## src/rtl/axi_master_bridge.sv

```systemverilog
// ---------------------------------------------------------------------------
// axi_master_bridge
//
// Converts a simple level-held read/write request interface into AXI4
// master transactions. Read and write paths are independent FSMs and may
// run concurrently.
//
// Optional feature macro: WRESP_WAIT_B_EN
//   defined   : the last-beat wdata_resp_o pulse is held back until the B
//               handshake, so the requester only frees once the write is done.
//   undefined : the last-beat pulse occurs on the wlast W handshake; the B
//               response is still collected before a new AW can be issued.
//
// Ports
//   clk, resetn        : clock, asynchronous active-low reset
//   ren_i/raddr_i/rlen_i/rsel_i        : read request (level, beats-1, byte sel)
//   rdata_o/rdata_valid_o              : read beat data and per-beat strobe
//   wen_i/waddr_i/wdata_i/wlen_i/wsel_i: write request and current beat data
//   wdata_resp_o                       : per-beat write completion strobe
//   araddr/arlen/arsize/arvalid/arready: AXI AR channel
//   rdata/rlast/rvalid/rready          : AXI R channel
//   awaddr/awlen/awsize/awvalid/awready: AXI AW channel
//   wdata/wstrb/wlast/wvalid/wready    : AXI W channel
//   bvalid/bready                      : AXI B channel
// ---------------------------------------------------------------------------
module axi_master_bridge (
  input  logic        clk,
  input  logic        resetn,
  // read requester side
  input  logic        ren_i,
  input  logic [31:0] raddr_i,
  input  logic [3:0]  rlen_i,
  input  logic [3:0]  rsel_i,
  output logic [31:0] rdata_o,
  output logic        rdata_valid_o,
  // write requester side
  input  logic        wen_i,
  input  logic [31:0] waddr_i,
  input  logic [31:0] wdata_i,
  input  logic [3:0]  wlen_i,
  input  logic [3:0]  wsel_i,
  output logic        wdata_resp_o,
  // AXI AR
  output logic [31:0] araddr,
  output logic [7:0]  arlen,
  output logic [2:0]  arsize,
  output logic        arvalid,
  input  logic        arready,
  // AXI R
  input  logic [31:0] rdata,
  input  logic        rlast,
  input  logic        rvalid,
  output logic        rready,
  // AXI AW
  output logic [31:0] awaddr,
  output logic [7:0]  awlen,
  output logic [2:0]  awsize,
  output logic        awvalid,
  input  logic        awready,
  // AXI W
  output logic [31:0] wdata,
  output logic [3:0]  wstrb,
  output logic        wlast,
  output logic        wvalid,
  input  logic        wready,
  // AXI B
  input  logic        bvalid,
  output logic        bready
);

  // Byte-select pattern to AXI size: full word, aligned half, single byte.
  // Unlisted patterns fall back to a full-word access.
  function automatic logic [2:0] sel_to_size(input logic [3:0] sel);
    logic [2:0] size;
    case (sel)
      4'b1111:                            size = 3'd2;
      4'b0011, 4'b1100:                   size = 3'd1;
      4'b0001, 4'b0010, 4'b0100, 4'b1000: size = 3'd0;
      default:                            size = 3'd2;
    endcase
    return size;
  endfunction

  // -------------------------------------------------------------------------
  // Read path
  // -------------------------------------------------------------------------
  typedef enum logic [1:0] {
    R_IDLE,
    R_AR,
    R_DATA,
    R_END
  } rstate_t;

  rstate_t     rstate_q, rstate_d;
  logic [31:0] raddr_q,  raddr_d;
  logic [3:0]  rlen_q,   rlen_d;
  logic [2:0]  rsize_q,  rsize_d;

  always_ff @(posedge clk or negedge resetn) begin
    if (!resetn) begin
      rstate_q <= R_IDLE;
      raddr_q  <= '0;
      rlen_q   <= '0;
      rsize_q  <= '0;
    end else begin
      rstate_q <= rstate_d;
      raddr_q  <= raddr_d;
      rlen_q   <= rlen_d;
      rsize_q  <= rsize_d;
    end
  end

  always_comb begin
    rstate_d = rstate_q;
    raddr_d  = raddr_q;
    rlen_d   = rlen_q;
    rsize_d  = rsize_q;
    case (rstate_q)
      R_IDLE: begin
        if (ren_i) begin
          rstate_d = R_AR;
          raddr_d  = raddr_i;
          rlen_d   = rlen_i;
          rsize_d  = sel_to_size(rsel_i);
        end
      end
      R_AR: begin
        if (arready) rstate_d = R_DATA;
      end
      R_DATA: begin
        if (rvalid && rlast) rstate_d = R_END;
      end
      // One dead cycle so a still-held ren_i cannot start a second AR.
      R_END:   rstate_d = R_IDLE;
      default: rstate_d = R_IDLE;
    endcase
  end

  logic r_in_data;

  always_comb begin
    r_in_data     = (rstate_q == R_DATA);
    araddr        = raddr_q;
    arlen         = {4'b0000, rlen_q};
    arsize        = rsize_q;
    arvalid       = (rstate_q == R_AR);
    rready        = r_in_data;
    rdata_valid_o = r_in_data && rvalid;
    rdata_o       = r_in_data ? rdata : '0;
  end

  // -------------------------------------------------------------------------
  // Write path
  // -------------------------------------------------------------------------
  typedef enum logic [2:0] {
    W_IDLE,
    W_AW,
    W_DATA,
    W_B,
    W_END
  } wstate_t;

  wstate_t     wstate_q, wstate_d;
  logic [31:0] waddr_q,  waddr_d;
  logic [3:0]  wlen_q,   wlen_d;
  logic [2:0]  wsize_q,  wsize_d;
  logic [3:0]  wstrb_q,  wstrb_d;
  logic [3:0]  wcnt_q,   wcnt_d;

  logic w_in_data;
  logic w_last_beat;
  logic w_hs;
  logic b_hs;

  always_comb begin
    w_in_data   = (wstate_q == W_DATA);
    w_last_beat = w_in_data && (wcnt_q == wlen_q);
    w_hs        = w_in_data && wready;
    b_hs        = (wstate_q == W_B) && bvalid;
  end

  always_ff @(posedge clk or negedge resetn) begin
    if (!resetn) begin
      wstate_q <= W_IDLE;
      waddr_q  <= '0;
      wlen_q   <= '0;
      wsize_q  <= '0;
      wstrb_q  <= '0;
      wcnt_q   <= '0;
    end else begin
      wstate_q <= wstate_d;
      waddr_q  <= waddr_d;
      wlen_q   <= wlen_d;
      wsize_q  <= wsize_d;
      wstrb_q  <= wstrb_d;
      wcnt_q   <= wcnt_d;
    end
  end

  always_comb begin
    wstate_d = wstate_q;
    waddr_d  = waddr_q;
    wlen_d   = wlen_q;
    wsize_d  = wsize_q;
    wstrb_d  = wstrb_q;
    wcnt_d   = wcnt_q;
    case (wstate_q)
      W_IDLE: begin
        if (wen_i) begin
          wstate_d = W_AW;
          waddr_d  = waddr_i;
          wlen_d   = wlen_i;
          wsize_d  = sel_to_size(wsel_i);
          wstrb_d  = wsel_i;
          wcnt_d   = '0;
        end
      end
      W_AW: begin
        if (awready) wstate_d = W_DATA;
      end
      W_DATA: begin
        if (w_hs) begin
          if (w_last_beat) begin
            wstate_d = W_B;
            wcnt_d   = '0;
          end else begin
            wcnt_d   = wcnt_q + 4'd1;
          end
        end
      end
      W_B: begin
        if (bvalid) wstate_d = W_END;
      end
      W_END:   wstate_d = W_IDLE;
      default: wstate_d = W_IDLE;
    endcase
  end

  logic resp_last;

`ifdef WRESP_WAIT_B_EN
  always_comb resp_last = b_hs;
`else
  always_comb resp_last = w_hs && w_last_beat;
`endif

  always_comb begin
    awaddr       = waddr_q;
    awlen        = {4'b0000, wlen_q};
    awsize       = wsize_q;
    awvalid      = (wstate_q == W_AW);
    wvalid       = w_in_data;
    wdata        = w_in_data ? wdata_i : '0;
    wstrb        = wstrb_q;
    wlast        = w_last_beat;
    bready       = (wstate_q == W_B);
    wdata_resp_o = (w_hs && !w_last_beat) || resp_last;
  end

endmodule

```

## config.mk

```make
export PLATFORM = sky130hd
export DESIGN_NAME = axi_master_bridge
export DESIGN_NICKNAME = d
export VERILOG_FILES = /design/src/rtl/axi_master_bridge.sv
export SDC_FILE = /design/constraint.sdc
export NUM_CORES = 1
export LEC_CHECK = 0
export BUFFER_PORTS_ARGS = -buffer_cell sky130_fd_sc_hd__buf_4
export CAP_MARGIN = 20
export CELL_PAD_IN_SITES_DETAIL_PLACEMENT = 0
export CELL_PAD_IN_SITES_GLOBAL_PLACEMENT = 1
export CORE_MARGIN = 5
export CORE_UTILIZATION = 30
export DETAILED_ROUTE_END_ITERATION = 6
export HOLD_SLACK_MARGIN = 0.15
export PLACE_DENSITY = 0.82
export SLEW_MARGIN = 0
export SYNTH_ARGS = -nofsm -noshare
export SYNTH_HDL_FRONTEND = slang
export SYNTH_SLANG_ARGS = --single-unit
```

## constraint.sdc

```tcl
create_clock -name clk -period 1.94 [get_ports clk]
set_input_delay 0.097 -clock clk [delete_from_list [all_inputs] [get_ports clk]]
set_output_delay 0.097 -clock clk [all_outputs]
set_load 0.05 [all_outputs]
```

==> out/results.txt <==
status -> finished clean
Synth area leader -> dfrtp_1
post-layout min period -> 1.817 ns
CP endpoint kind -> primary output
Synth async-reset ratio -> 100.0%
antenna violations before repair -> 0
switching power total -> 7.702 mW
ANT nets after route -> 0
first-pass GRT wire length -> 22750 um
Logic pwr share -> 65.5%
clk_lat worst skew -> 0.34 ns
H-Tree Depth -> 3
worst hold stages -> 5
final setup TNS -> 0 ns
P&R area growth vs syn -> 83.71%
most common cell in the synthesized netlist -> dfrtp_1
switching fraction of total power -> 51.00%
Die Y -> 129.9 um
final WL -> 15300 um
number of global-route vias before repair -> 4456
Resize count post-CTS -> 0
hold_ws -> 0.2123 ns
final critical-path share of the clock period -> 93.67%
Final setup viols -> 0
Synth Flop Type -> dfrtp_1
post-synthesis sequential area ratio -> 51.68%
die width -> 129.9 um
CTS Hold Bufs -> 84
synth top area cells -> dfrtp_1 52%, mux2_4 13%, mux2_2 10%
max-slew violation count -> 0
critical path arrival -> 1.72 ns
Pre-antenna DRT Iters -> 4
Core ar. -> 0.01399 mm^2
Internal -> 7.398 mW
post-synth cell types -> 32
clk_skew -> 0.007976 ns
clock root cell -> clkbuf_16
Clock Tree Buf Depth -> 2
Ys Warns -> 0
P per Cell Area -> 1907 mW/mm^2
gpl congestion -> 0.7975
TritonCTS clock tree -> done
RSZ-0062 raised after global routing -> no
Initial Util -> 30.81%
critical path fanouts, max -> 26
Reg clk slew, reported paths -> 0.06 ns
CTS buffer count -> 9
share of cells above drive strength 1 -> 56.20%
power share of the clock group -> 12.2%
Ports -> 316
# port buffers -> 305
startpoint types -> flop
critical path type -> reg2out
DR iter-0 viols -> 144
Clock Sinks -> 89
Layout Nets -> 879
post-synth top area share -> 51.68%
Final Hold Viols -> 0
total power -> 15.10 mW
Hold Crit Class -> in2reg
wire length per cell -> 16.89 um
FP Rows -> 43
Cells after Synth -> 334
total track usage -> 17.17%
ant diodes -> 0
die area -> 0.01686 mm^2
vias per cell -> 4.477
top cells by count, synth -> 89 x dfrtp_1, 39 x mux2_2, 38 x mux2_4
mean cell area of the mapped netlist -> 12.90 um^2
Crit path required time -> 1.84 ns
number of synthesized flops with an enable pin -> 0
final instance count without filler cells -> 906
GRT overflow -> 0
VDD IR max -> 0.001100 V
FF-to-FF path depth -> 4
Max Cap Violations -> 0
Leak -> 4.067 nW
detailed placer's ending HPWL -> 11370 um
fill count -> 1138
Max Clk Rate -> 550.3 MHz
synthesized area -> 0.004309 mm^2
pin count of the biggest net entering global routing -> 55
Sequential Power Share -> 22.3%
#FFs+latches synth -> 89
placed cell count -> 806
Vias -> 4056
postcts setup bufs -> 0
residual DRC count -> 0
[logic make-up after synthesis]
kind of cell,count (synthesis),share of synthesized area (%)
AOI/OAI and AO/OA,17,2.439
xor gates and xnor gates,6,1.220
adders and majority gates,4,1.161
buffers and inverters,35,5.749
DFF,89,51.68
muxes,78,23.66
and+or+nand+nor,104,14.00
other,1,0.08702
[worst paths after layout]
kind                                      endpoint                     from  slack (ns)
setup / recovery                         wdata[18]  wstate_q[0]$_DFFE_PN0P_        0.12
hold / removal             rstate_q[1]$_DFFE_PN0P_                    ren_i        0.21
setup reg to reg             awaddr[5]$_DFFE_PN0P_  wstate_q[0]$_DFFE_PN0P_        0.34
hold reg to reg              arsize[0]$_DFFE_PN0P_    arsize[0]$_DFFE_PN0P_        0.48
max in group asynchronous   araddr[19]$_DFFE_PN0P_                   resetn        1.02
min in group asynchronous    awaddr[5]$_DFFE_PN0P_                   resetn        0.25
[state kept, by name, summed over array words and instances (netlist names)]
| name | count |
|---|---|
| araddr | 32 |
| arsize | 2 |
| awaddr | 32 |
| awsize | 2 |
| rlen_q | 4 |
| rstate_q | 2 |
| wcnt_q | 4 |
| wlen_q | 4 |
| wstate_q | 3 |
| wstrb | 4 |
[placed cells by master, fill, tap and decap left out, types with 2 or more instances in the layout]
cell type,instances
buf_4,307
dfrtp_1,89
dlygate4sd3_1,84
mux2_2,39
mux2_4,38
and2_1,36
and3_1,35
nand2_1,12
conb_1,10
clkbuf_16,9
nor2_1,7
o21ai_0,7
inv_1,6
xnor2_1,5
nand3_1,5
buf_12,5
nor2b_1,4
ha_1,4
a31oi_1,3
clkbuf_8,3
a21oi_1,2
clkinv_4,2
[power groups by stage]
stage          combinational [mW]  sequential (mW)  clock (mW)
2_1_floorplan                3.91             6.30           0
3_3_place_gp                 9.65             3.33           0
3_5_place_dp                 9.80             3.37           0
4_1_cts                      9.94             3.36        1.89
5_1_grt                      10.3             3.48        1.98
6_report                     9.89             3.37        1.85
[through the flow]
step / utilization, % / worst slack (ns) / instance area (um^2)
6_report: 56.59 / 0.1228 / 7916
5_1_grt: 56.59 / 0.006747 / 7916
4_1_cts: 56.59 / 0.1153 / 7916
3_5_place_dp: 48.26 / 0.3416 / 6750
3_3_place_gp: 48.26 / 0.3924 / 6750
2_1_floorplan: - / 0.1302 / 4343
[worst max-delay path, stage by stage, from the launching register on]
cell	delay (ns)
dfrtp_1	0.43
nor2_4	0.25
buf_4	0.29
and3_1	0.22
buf_4	0.21
[routing by layer]
layer	vias to the layer above	part of all wire [%]	GRT usage, %
li1	1894	-	-
met1	1926	35	17.93
met2	214	53	32.54
met3	22	9.5	5.239
met4	0	1.7	5.746
met5	-	0	0
[layout make-up]
cell class | count | area, um^2 | share of cell area, %
Clock inverter | 4 | 58.81 | 0.7428
Inverter | 6 | 22.52 | 0.2845
Multi-Input combinational cell | 219 | 1871 | 23.63
Clock buffer | 12 | 266.5 | 3.367
Tap cell | 180 | 225.2 | 2.845
Sequential cell | 89 | 2227 | 28.13
Timing Repair Buffer | 396 | 3246 | 41.00
(Power assumes the default switching activity.)
